File: config.mk
export PLATFORM = sky130hd
export DESIGN_NAME = score_sequencer
export DESIGN_NICKNAME = d
export VERILOG_FILES = /design/src/rtl/score_pkg.sv /design/src/rtl/score_sequencer_rr_arbiter.sv /design/src/rtl/score_sequencer.sv
export SDC_FILE = /design/constraint.sdc
export NUM_CORES = 1
export LEC_CHECK = 0
export ABC_AREA = 0
export CAP_MARGIN = 25
export CORE_MARGIN = 1
export CORE_UTILIZATION = 45
export CTS_BUF_LIST = sky130_fd_sc_hd__clkbuf_16
export DETAILED_ROUTE_END_ITERATION = 12
export GPL_TIMING_DRIVEN = 0
export HOLD_SLACK_MARGIN = 0.15
export PLACE_DENSITY = 0.82
export SLEW_MARGIN = 15
export SYNTH_ARGS = -nofsm -noshare
export SYNTH_HDL_FRONTEND = slang
export SYNTH_SLANG_ARGS = --single-unit
File: constraint.sdc
create_clock -name clk -period 3.45 [get_ports clk]
set_input_delay 0.8625 -clock clk [delete_from_list [all_inputs] [get_ports clk]]
set_output_delay 0.8625 -clock clk [all_outputs]
set_load 0.02 [all_outputs]
File: src/rtl/score_pkg.sv
// score_pkg: shared types, constants and helpers for the score sequencer.
//   bcd_digit_t  - one BCD digit held in 5 bits (values above 9 are possible on input)
//   bcd_score_t  - four packed digits, digit 0 is the units digit
//   seq_state_t  - sequencer FSM states
package score_pkg;

   localparam int unsigned SCORE_DIGITS = 4;
   localparam int unsigned SCORE_MAX    = 9999;

   typedef logic [4:0] bcd_digit_t;
   typedef bcd_digit_t [SCORE_DIGITS-1:0] bcd_score_t;

   localparam bcd_digit_t BCD_MAX = 5'd9;

   typedef enum logic [1:0] {
      IDLE,
      ADD,
      SETTLE,
      DONE
   } seq_state_t;

   // Limit every digit to 9 so the accumulator never sees an illegal BCD digit.
   function automatic bcd_score_t clamp_score(input bcd_score_t s);
      bcd_score_t r;
      r = '0;
      for (int unsigned i = 0; i < SCORE_DIGITS; i++) begin
         r[i] = (s[i] > BCD_MAX) ? BCD_MAX : s[i];
      end
      return r;
   endfunction

   function automatic int unsigned bcd_to_int(input bcd_score_t s);
      int unsigned v;
      int unsigned w;
      v = 0;
      w = 1;
      for (int unsigned i = 0; i < SCORE_DIGITS; i++) begin
         v = v + 32'(s[i]) * w;
         w = w * 10;
      end
      return v;
   endfunction

   function automatic logic sat_exceeds(input bcd_score_t amount, input bcd_score_t score);
      return (bcd_to_int(amount) + bcd_to_int(score)) > SCORE_MAX;
   endfunction

   // Per-digit distance to 9: adding this brings the score to exactly 9999 with no carries.
   function automatic bcd_score_t headroom(input bcd_score_t score);
      bcd_score_t r;
      r = '0;
      for (int unsigned i = 0; i < SCORE_DIGITS; i++) begin
         r[i] = (score[i] > BCD_MAX) ? '0 : BCD_MAX - score[i];
      end
      return r;
   endfunction

endpackage

File: src/rtl/score_sequencer_rr_arbiter.sv
// rr_arbiter: purely combinational round-robin arbiter.
//   req       - request vector, one bit per source
//   last      - index of the most recently served source; search starts at last+1
//   grant     - one-hot winner (zero when no request)
//   grant_idx - encoded winner index
//   any       - at least one request is pending
module rr_arbiter #(
   parameter int unsigned NUM_SRC = 3
) (
   input  logic [NUM_SRC-1:0]         req,
   input  logic [$clog2(NUM_SRC)-1:0] last,
   output logic [NUM_SRC-1:0]         grant,
   output logic [$clog2(NUM_SRC)-1:0] grant_idx,
   output logic                       any
);

   localparam int unsigned IDX_W = $clog2(NUM_SRC);

   function automatic logic [IDX_W-1:0] wrap_idx(input int unsigned v);
      return IDX_W'(v % NUM_SRC);
   endfunction

   // Offsets 1..NUM_SRC visit every source once, ending on last itself.
   always_comb begin
      grant     = '0;
      grant_idx = '0;
      any       = 1'b0;
      for (int unsigned i = 1; i <= NUM_SRC; i++) begin
         if (!any && req[wrap_idx(32'(last) + i)]) begin
            any                             = 1'b1;
            grant[wrap_idx(32'(last) + i)]  = 1'b1;
            grant_idx                       = wrap_idx(32'(last) + i);
         end
      end
   end

endmodule

File: src/rtl/score_sequencer.sv
// score_sequencer: arbitrates score update requests and replays each granted
// amount into the BCD score accumulator as single-cycle add pulses separated
// by a zero cycle.
//   clk, reset    - clock, synchronous active-high reset
//   req_valid     - per-source request pending
//   req_ready     - one-hot accept strobe (combinational, IDLE only)
//   req_amount    - per-source BCD amount, digit 0 = units
//   req_repeat    - per-source number of times the amount is added
//   score_digits  - accumulator value fed back (used only with SCORE_SAT_EN)
//   add_digits    - add vector to the accumulator
//   busy          - high whenever the FSM is not in IDLE
//   done/done_src - single-cycle completion pulse and source index
// Build option: define SCORE_SAT_EN to stop the score at 9999 instead of wrapping.
module score_sequencer
   import score_pkg::*;
#(
   parameter int unsigned NUM_SRC = 3,
   parameter int unsigned REP_W   = 4
) (
   input  logic                              clk,
   input  logic                              reset,
   input  logic [NUM_SRC-1:0]                req_valid,
   output logic [NUM_SRC-1:0]                req_ready,
   input  bcd_score_t [NUM_SRC-1:0]          req_amount,
   input  logic [NUM_SRC-1:0][REP_W-1:0]     req_repeat,
   input  bcd_score_t                        score_digits,
   output bcd_score_t                        add_digits,
   output logic                              busy,
   output logic                              done,
   output logic [$clog2(NUM_SRC)-1:0]        done_src
);

   localparam int unsigned IDX_W = $clog2(NUM_SRC);

   seq_state_t       state;
   logic [REP_W-1:0] remaining;
   logic [IDX_W-1:0] rr_last;
   logic [IDX_W-1:0] src;
   bcd_score_t       amount;
   logic             sat_hit;

   logic [NUM_SRC-1:0] grant;
   logic [IDX_W-1:0]   gidx;
   logic               any_req;

   bcd_score_t       amt_in;
   logic [REP_W-1:0] rep_in;
   bcd_score_t       pulse_base;
   bcd_score_t       pulse;
   logic             pulse_sat;

   rr_arbiter #(.NUM_SRC(NUM_SRC)) u_arb (
      .req       (req_valid),
      .last      (rr_last),
      .grant     (grant),
      .grant_idx (gidx),
      .any       (any_req)
   );

   always_comb begin
      req_ready = '0;
      if (state == IDLE && !reset) begin
         req_ready = grant;
      end
   end

   always_comb begin
      amt_in     = clamp_score(req_amount[gidx]);
      rep_in     = req_repeat[gidx];
      pulse_base = (state == IDLE) ? amt_in : amount;
   end

   // add_digits is registered, so the pulse for the coming ADD cycle is formed
   // on the edge entering ADD. The accumulator is idle in IDLE/SETTLE, so the
   // score seen here is the score present during ADD.
`ifdef SCORE_SAT_EN
   always_comb begin
      pulse_sat = sat_exceeds(pulse_base, score_digits);
      pulse     = pulse_sat ? headroom(score_digits) : pulse_base;
   end
`else
   logic score_unused;
   assign score_unused = ^score_digits;

   always_comb begin
      pulse_sat = 1'b0;
      pulse     = pulse_base;
   end
`endif

   always_ff @(posedge clk) begin
      if (reset) begin
         state      <= IDLE;
         add_digits <= '0;
         busy       <= 1'b0;
         done       <= 1'b0;
         done_src   <= '0;
         remaining  <= '0;
         rr_last    <= IDX_W'(NUM_SRC - 1);
         src        <= '0;
         amount     <= '0;
         sat_hit    <= 1'b0;
      end else begin
         add_digits <= '0;
         done       <= 1'b0;
         unique case (state)
            IDLE: begin
               if (any_req) begin
                  amount <= amt_in;
                  src    <= gidx;
                  busy   <= 1'b1;
                  if (rep_in != '0) begin
                     remaining  <= rep_in;
                     add_digits <= pulse;
                     sat_hit    <= pulse_sat;
                     state      <= ADD;
                  end else begin
                     done     <= 1'b1;
                     done_src <= gidx;
                     state    <= DONE;
                  end
               end
            end
            ADD: begin
               remaining <= sat_hit ? '0 : remaining - REP_W'(1);
               state     <= SETTLE;
            end
            SETTLE: begin
               if (remaining != '0) begin
                  add_digits <= pulse;
                  sat_hit    <= pulse_sat;
                  state      <= ADD;
               end else begin
                  done     <= 1'b1;
                  done_src <= src;
                  state    <= DONE;
               end
            end
            DONE: begin
               rr_last <= src;
               busy    <= 1'b0;
               state   <= IDLE;
            end
            default: state <= IDLE;
         endcase
      end
   end

endmodule
## Word level (Yosys, flattened, before mapping)

Index checks and enable logic that the tools add are counted.

- Bits in registers: 55
- Input port bits: 97
- Logic and storage cells: 121

- $add $sub $neg: 4
- Div/mod/pow operators: 3
- $lt $le $gt $ge: 11
- Equality and inequality tests: 8
- Multiplexer cells: 57
- Bitwise operators: 2
- Reductions and logical operators: 20

Operators by type and width:

| kind | number |
|---|---|
| two-way mux 20 bit | 5 |
| modulo 32 x 2 -> 32 bit, second input constant | 3 |
| binary-select mux 20 bit (select 2 bit) | 1 |
| one-hot mux 20 bit (2 select lines) | 1 |
| > comparator 5 x 4 -> 1 bit, second input constant | 4 |
| two-way mux 5 bit | 4 |
| two-way mux 2 bit | 9 |
| two-way mux 1 bit | 16 |
| two-way mux 4 bit | 4 |
| less-than comparator 2 x 3 -> 1 bit, second input constant | 4 |
| two-way mux 3 bit | 4 |
| binary-select mux 4 bit (select 2 bit) | 1 |
| inequality test 2 bit, second input constant | 4 |
| one-hot mux 2 bit (4 select lines) | 1 |
| one-hot mux 4 bit (2 select lines) | 1 |
| AND reduction 4 bit | 2 |
| nonzero test 4 bit | 2 |
| adder 2 x 2 -> 3 bit, second input constant | 2 |
| binary-select mux 1 bit (select 2 bit) | 3 |
| demux 1 bit (select 2 bit) | 3 |
| greater-or-equal comparator 2 x 1 -> 1 bit, second input constant | 3 |
| logical AND 1 bit | 6 |
| OR 3 bit | 2 |
| one-hot mux 1 bit (2 select lines) | 3 |
| other kinds (11) | 17 |

## Longest topological paths before layout

- Depth after elaboration: 19
- Gate-level depth with buffers: 15
- Depth with buffers taken out: 11

## By module

A second synthesis with hierarchy kept.

- Cells, all modules: 358
- Area total of the unflattened synthesis: 2969.1 µm²

Modules (own cells, without submodules):

| module | times used | cells each | area an instance (µm²) |
|---|---|---|---|
| score_sequencer | 1 | 318 | 2691.3 |
| rr_arbiter | 1 | 40 | 277.8 |

## Worst setup path before layout

OpenSTA, ideal clock, no wires.

- Kind: input -> register
- From: in req_valid[1]
- To: reg amount[12] (netlist name)
- Setup time: 0.070 ns
- Arrival: 3.005 ns
- Path slack: 0.374 ns
- Stages: 10
- Cells stage by stage: mux2i_1 -> mux2_2 -> a222oi_1 -> o211a_4 -> buf_12 -> mux2_2 -> mux2i_1 -> nand2_1 -> or3_1 -> a21oi_1

- Word-level cells in the longest chain between the ends: 13
- Elaborated cells on any way between the ends: 21
- Classes of those cells: order compare: 1; mux: 15; reduce/logical: 5

RTL lines:

| element | RTL line | text |
|---|---|---|
| start, declared | score_sequencer.sv:22 | `input logic [NUM_SRC-1:0] req_valid,` |
| binary-select mux 1 bit (select 2 bit) | score_sequencer_rr_arbiter.sv:29 | `if (!any && req[wrap_idx(32'(last) + i)]) begin` |
| two-way mux 1 bit (not written as such) | score_sequencer_rr_arbiter.sv:29 |  |
| two-way mux 1 bit | score_sequencer_rr_arbiter.sv:29 |  |
| zero test 1 bit | score_sequencer_rr_arbiter.sv:29 |  |
| logical AND 1 bit | score_sequencer_rr_arbiter.sv:29 |  |
| two-way mux 1 bit | score_sequencer_rr_arbiter.sv:29 |  |
| zero test 1 bit | score_sequencer_rr_arbiter.sv:29 |  |
| logical AND 1 bit | score_sequencer_rr_arbiter.sv:29 |  |
| two-way mux 2 bit | score_sequencer_rr_arbiter.sv:29 |  |
| binary-select mux 20 bit (select 2 bit) | score_sequencer.sv:68 | `amt_in = clamp_score(req_amount[gidx]);` |
| two-way mux 20 bit (not written as such) | score_sequencer.sv:68 |  |
| > comparator 5 x 4 -> 1 bit | score_pkg.sv:27 | `r[i] = (s[i] > BCD_MAX) ? BCD_MAX : s[i];` |
| two-way mux 5 bit | score_pkg.sv:27 |  |
| end signal, assigned | score_sequencer.sv:109 | `amount <= amt_in;` |
| end, declared | score_sequencer.sv:39 | `bcd_score_t amount;` |

Parallel ways exist; a longest one is shown, timed or not. The select of a mux whose other input is x is not followed.
A chain may end at the register's enable or synchronous reset.

## Worst setup path in the final report

- From: in req_valid[1]
- To: out req_ready[2]

- Word-level cells in the longest chain between the ends: 10
- Elaborated cells on any way between the ends: 18
- Classes of those cells: mux: 12; bitwise: 2; reduce/logical: 4

RTL lines:

| element | RTL line | text |
|---|---|---|
| binary-select mux 1 bit (select 2 bit) | score_sequencer_rr_arbiter.sv:29 |  |
| two-way mux 1 bit (not written as such) | score_sequencer_rr_arbiter.sv:29 |  |
| two-way mux 1 bit | score_sequencer_rr_arbiter.sv:29 |  |
| zero test 1 bit | score_sequencer_rr_arbiter.sv:29 |  |
| logical AND 1 bit | score_sequencer_rr_arbiter.sv:29 |  |
| two-way mux 1 bit | score_sequencer_rr_arbiter.sv:29 |  |
| zero test 1 bit | score_sequencer_rr_arbiter.sv:29 |  |
| logical AND 1 bit | score_sequencer_rr_arbiter.sv:29 |  |
| two-way mux 3 bit (*) | score_sequencer_rr_arbiter.sv:29 |  |
| two-way mux 3 bit (*) | score_sequencer.sv:62 | `if (state == IDLE && !reset) begin` |
| end, declared | score_sequencer.sv:23 | `output logic [NUM_SRC-1:0] req_ready,` |

Every way passes the cells marked *; elsewhere a longest branch is shown, timed or not. The select of a mux whose other input is x is not followed.

==> impl_metrics.env <==
export IMPL_tritoncts="yes"
export IMPL_vdd_drop_max_mv=0.2567
export IMPL_timing_max_slew_rel_slack_pct=36.74
export IMPL_outcome="completed"
export IMPL_drt_pre_antenna_iters=5
export IMPL_tightestPinTransition_ns=0.9454
export IMPL_worst_ep_required_time_ns=2.59
export IMPL_synth_largest_area_cell="sky130_fd_sc_hd__dfxtp_1"
export IMPL_pin_count_of_the_biggest_net_entering_global_routing=17
export IMPL_reg2reg_to="add_digits[11]"
export IMPL_mappedNetlistNets=486
export IMPL_gp_routability_congestion=0.8341
export IMPL_port_buffers=103
export IMPL_max_cap_violations=0
export IMPL_reg2reg_depth=14
export IMPL_clock_skew_final_ns=0.003553
export IMPL_die_y_um=87.29
export IMPL_layout_area_overhead_vs_synth_pct=45.30
export IMPL_design_core_area_mm2=0.006907
export IMPL_antenna_found_initial=0
export IMPL_clock_buffer_depth=2
export IMPL_post_route_drc_count=0
export IMPL_detailed_place_hpwl_mm=6.967
export IMPL_ctsHtreeMaxLevel=2
export IMPL_finish_instance_area_mm2=0.004756
export IMPL_timing_hold_worst_class="register to register"
export IMPL_die_w_um=87.29
export IMPL_finalMaxSlewViolations=0
export IMPL_drive_above_1_share_pct=14.54
export IMPL_hold_depth=2
export IMPL_first_pass_grt_wire_length_mm=15.26
export IMPL_crit_path_max_fanout=5
export IMPL_dpl_instance_area_mm2=0.004424
export IMPL_synth_enable_flop_cells=0
export IMPL_fin_nets=603
export IMPL_yosys_warnings=0
export IMPL_drt_antenna_violating_nets=0
export IMPL_setup_worst_path_start_class="input port"
export IMPL_cts_sinks=54
export IMPL_power_leakage_nw=1.793
export IMPL_post_synth_instance_area_mm2=0.003273
export IMPL_postRouteWirelength_mm=9.551
export IMPL_grt_use_met1_pct=33.14
export IMPL_initial_drc_count=427
export IMPL_slowest_stage="sky130_fd_sc_hd__clkdlybuf4s15_2"
export IMPL_filler_cell_count=572
export IMPL_tritoncts_num_buffers=5
export IMPL_yosys_register_bits=54
export IMPL_portion_of_the_post_synthesis_area_used_by_sequential_elements_pct=33.03
export IMPL_fp_dieArea_mm2=0.007619
export IMPL_clock_insertion_delay_worst_skew_ns=0.29
export IMPL_io_pins=124
export IMPL_std_cell_rows=30
export IMPL_via_count=3453
export IMPL_cp_data_arrival_time_ns=2.54
export IMPL_min_period_over_period_pct=98.65
export IMPL_detail_route_vias_per_cell=5.774
export IMPL_synth_area_top_cells="sky130_fd_sc_hd__dfxtp_1, sky130_fd_sc_hd__mux2i_1, sky130_fd_sc_hd__nand2_1, sky130_fd_sc_hd__a21oi_1, sky130_fd_sc_hd__nor2_1"
export IMPL_clock_transition_at_the_register_clock_pins_on_the_worst_setup_and_hold_paths_after_cts_ns=0.07
export IMPL_antennaDiodeCount=0
export IMPL_root_buffer="sky130_fd_sc_hd__clkbuf_16"
export IMPL_rrSetupSlack_ns=0.21
export IMPL_post_synth_cell_area_avg_um2=8.524
export IMPL_first_global_vias=3251
export IMPL_tot_pwr_mw=2.344
export IMPL_crit_reg2reg_launch="rr_last[0]"
export IMPL_timing_final_crit_period_ns=3.403
export IMPL_global_route_overflow_total=0
export IMPL_ys_async_sr_fraction_pct=0
export IMPL_busiest_layer="met2"
export IMPL_post_drt_wl_per_cell_um=15.97
export IMPL_min_to="amount[9]"
export IMPL_yosys_most_used_dff="sky130_fd_sc_hd__dfxtp_1"
export IMPL_floorplan_initialDensity_pct=47.39
export IMPL_fmaxAchievable_mhz=293.8
export IMPL_timing_critical_path_cells="dlygate4sd2_1 > mux2i_1 > mux2_4 > nor2b_1 > a32oi_1 > nor4_1 > clkdlybuf4s15_2"
export IMPL_grt_met3_usage_pct=5.592
export IMPL_hold_path_startpoint="amount[9]"
export IMPL_postSynthCellCount=384
export IMPL_timing_worst_setup_path_type="input port to primary output"
export IMPL_finish_utilization_pct=68.86
export IMPL_power_per_cell_area_mw_per_mm2=492.8
export IMPL_timing_hold_violations_final=0
export IMPL_crit_path_max_incr_delay_ns=0.32
export IMPL_grt_use_total_pct=25.41
export IMPL_synthDistinctLibCells=62
export IMPL_timing_final_setup_violations=0
export IMPL_grt_met2_usage_pct=42.12
export IMPL_synth_top_cell_area_share_pct=33.03
export IMPL_crit_path_end_kind="primary output"
[kinds of logic after synthesis]
kind of cell               count (synthesis)  synth area share (%)
buffers and inverters                     45                 7.416
DFF                                       54                 33.03
muxes                                     28                 8.830
adders and majority gates                  5                 1.911
and+or+nand+nor                          143                 21.56
AOI/OAI and AO/OA                        109                 27.26
[critical path: cells and delay by family]
| family | cells | cell delay [ns] |
|---|---|---|
| buf+inv | 2 | 0.61 |
| simple gates | 2 | 0.50 |
| mux | 2 | 0.43 |
| compound gates | 1 | 0.14 |
[where the power goes]
group	internal, mW	leakage (nW)	switching (mW)
logic	0.470	1.27	0.558
registers	0.715	0.443	0.0464
clock network	0.340	0.0836	0.215
total	1.53	1.79	0.819
[worst max path at each step]
| stage | start | to | slack (ns) | cells past startpoint |
|---|---|---|---|---|
| 3_3_place_gp | req_valid[2] | add_digits[2] | -0.71 | 11 |
| 5_1_grt | req_valid[1] | add_digits[11] | -0.04 | 12 |
| 4_1_cts | reset | req_ready[0] | 0.007 | 5 |
| 2_1_floorplan | req_valid[1] | amount[12] | 0.37 | 10 |
| 3_5_place_dp | req_valid[2] | add_digits[2] | -0.73 | 11 |
| 6_report | req_valid[1] | req_ready[2] | 0.05 | 7 |
[cells in the final DEF, fill, tap and decap left out, types with 4 or more instances in the layout]
| cell type | n |
|---|---|
| sky130_fd_sc_hd__a211oi_1 | 7 |
| sky130_fd_sc_hd__a21oi_1 | 27 |
| sky130_fd_sc_hd__a221oi_1 | 6 |
| sky130_fd_sc_hd__a221oi_2 | 6 |
| sky130_fd_sc_hd__and3_1 | 5 |
| sky130_fd_sc_hd__buf_2 | 4 |
| sky130_fd_sc_hd__buf_4 | 8 |
| sky130_fd_sc_hd__buf_6 | 5 |
| sky130_fd_sc_hd__clkbuf_1 | 7 |
| sky130_fd_sc_hd__clkbuf_16 | 5 |
| sky130_fd_sc_hd__clkdlybuf4s50_1 | 97 |
| sky130_fd_sc_hd__dfxtp_1 | 53 |
| sky130_fd_sc_hd__ha_1 | 5 |
| sky130_fd_sc_hd__inv_1 | 21 |
| sky130_fd_sc_hd__mux2_2 | 6 |
| sky130_fd_sc_hd__mux2i_1 | 15 |
| sky130_fd_sc_hd__mux2i_4 | 5 |
| sky130_fd_sc_hd__nand2_1 | 48 |
| sky130_fd_sc_hd__nand2b_1 | 11 |
| sky130_fd_sc_hd__nand3_1 | 7 |
| sky130_fd_sc_hd__nand3b_1 | 7 |
| sky130_fd_sc_hd__nor2_1 | 36 |
| sky130_fd_sc_hd__nor3_1 | 7 |
| sky130_fd_sc_hd__o211ai_1 | 4 |
| sky130_fd_sc_hd__o21ai_0 | 7 |
| sky130_fd_sc_hd__o22ai_1 | 7 |
| sky130_fd_sc_hd__or3_1 | 6 |
[state kept, by name, summed over array words and instances, names as in the netlist]
name        flops
done            1
amount         20
add_digits     20
state           2
done_src        2
rr_last         2
src             2
remaining       4
busy            1
[cells in the mapped netlist, types with 3 or more instances]
| cell | count |
|---|---|
| sky130_fd_sc_hd__a211oi_1 | 7 |
| sky130_fd_sc_hd__a21oi_1 | 29 |
| sky130_fd_sc_hd__a221oi_1 | 6 |
| sky130_fd_sc_hd__a221oi_2 | 6 |
| sky130_fd_sc_hd__a31oi_1 | 3 |
| sky130_fd_sc_hd__and3_1 | 5 |
| sky130_fd_sc_hd__buf_1 | 3 |
| sky130_fd_sc_hd__buf_2 | 4 |
| sky130_fd_sc_hd__buf_6 | 3 |
| sky130_fd_sc_hd__clkbuf_1 | 9 |
| sky130_fd_sc_hd__dfxtp_1 | 54 |
| sky130_fd_sc_hd__ha_1 | 5 |
| sky130_fd_sc_hd__inv_1 | 21 |
| sky130_fd_sc_hd__mux2_2 | 7 |
| sky130_fd_sc_hd__mux2i_1 | 21 |
| sky130_fd_sc_hd__nand2_1 | 50 |
| sky130_fd_sc_hd__nand2b_1 | 11 |
| sky130_fd_sc_hd__nand3_1 | 7 |
| sky130_fd_sc_hd__nand3b_1 | 7 |
| sky130_fd_sc_hd__nor2_1 | 36 |
| sky130_fd_sc_hd__nor3_1 | 7 |
| sky130_fd_sc_hd__nor3b_1 | 3 |
| sky130_fd_sc_hd__nor4_1 | 3 |
| sky130_fd_sc_hd__o211ai_1 | 4 |
| sky130_fd_sc_hd__o21ai_0 | 8 |
| sky130_fd_sc_hd__o21ai_1 | 3 |
| sky130_fd_sc_hd__o22ai_1 | 7 |
| sky130_fd_sc_hd__o2bb2ai_1 | 4 |
| sky130_fd_sc_hd__or3_1 | 6 |
[final cells by class]
class / instances / area [um2] / area share (%)
Multi-Input combinational cell: 285 / 2056 / 43.23
Timing Repair Buffer: 110 / 1076 / 22.63
Inverter: 21 / 78.83 / 1.657
Buffer: 24 / 177.7 / 3.736
Tap cell: 96 / 120.1 / 2.526
Clock buffer: 5 / 125.1 / 2.631
Sequential cell: 54 / 1082 / 22.76
Clock inverter: 3 / 40.04 / 0.8419
[stage by stage]
step / hold WS (ns) / instances / worst slack (ns) / TNS [ns]
after floorplan: 0.4338 / 384 / 0.3743 / 0
after global placement: 0.4420 / 583 / -0.7105 / -17.15
after detailed placement: 0.4477 / 583 / -0.7312 / -18.84
after CTS: 0.4587 / 598 / 0.007093 / 0
after global routing: 0.4789 / 598 / -0.03516 / -0.04489
final: 0.4568 / 598 / 0.04663 / 0
[per-layer routing]
layer,vias to the layer above,part of all wire (%)
met4,0,1.3
met1,1595,42
met5,-,0
met2,211,48
li1,1634,-
met3,13,8.9
[timing repair]
action / CTS / global route
hold buffers: 0 / 0
setup endpoints to repair: 35 / 21
gates resized for setup: 34 / 9
pin swaps: 4 / 1
setup buffers: 7 / 0
Note: power is estimated with default switching activity, not from simulation.
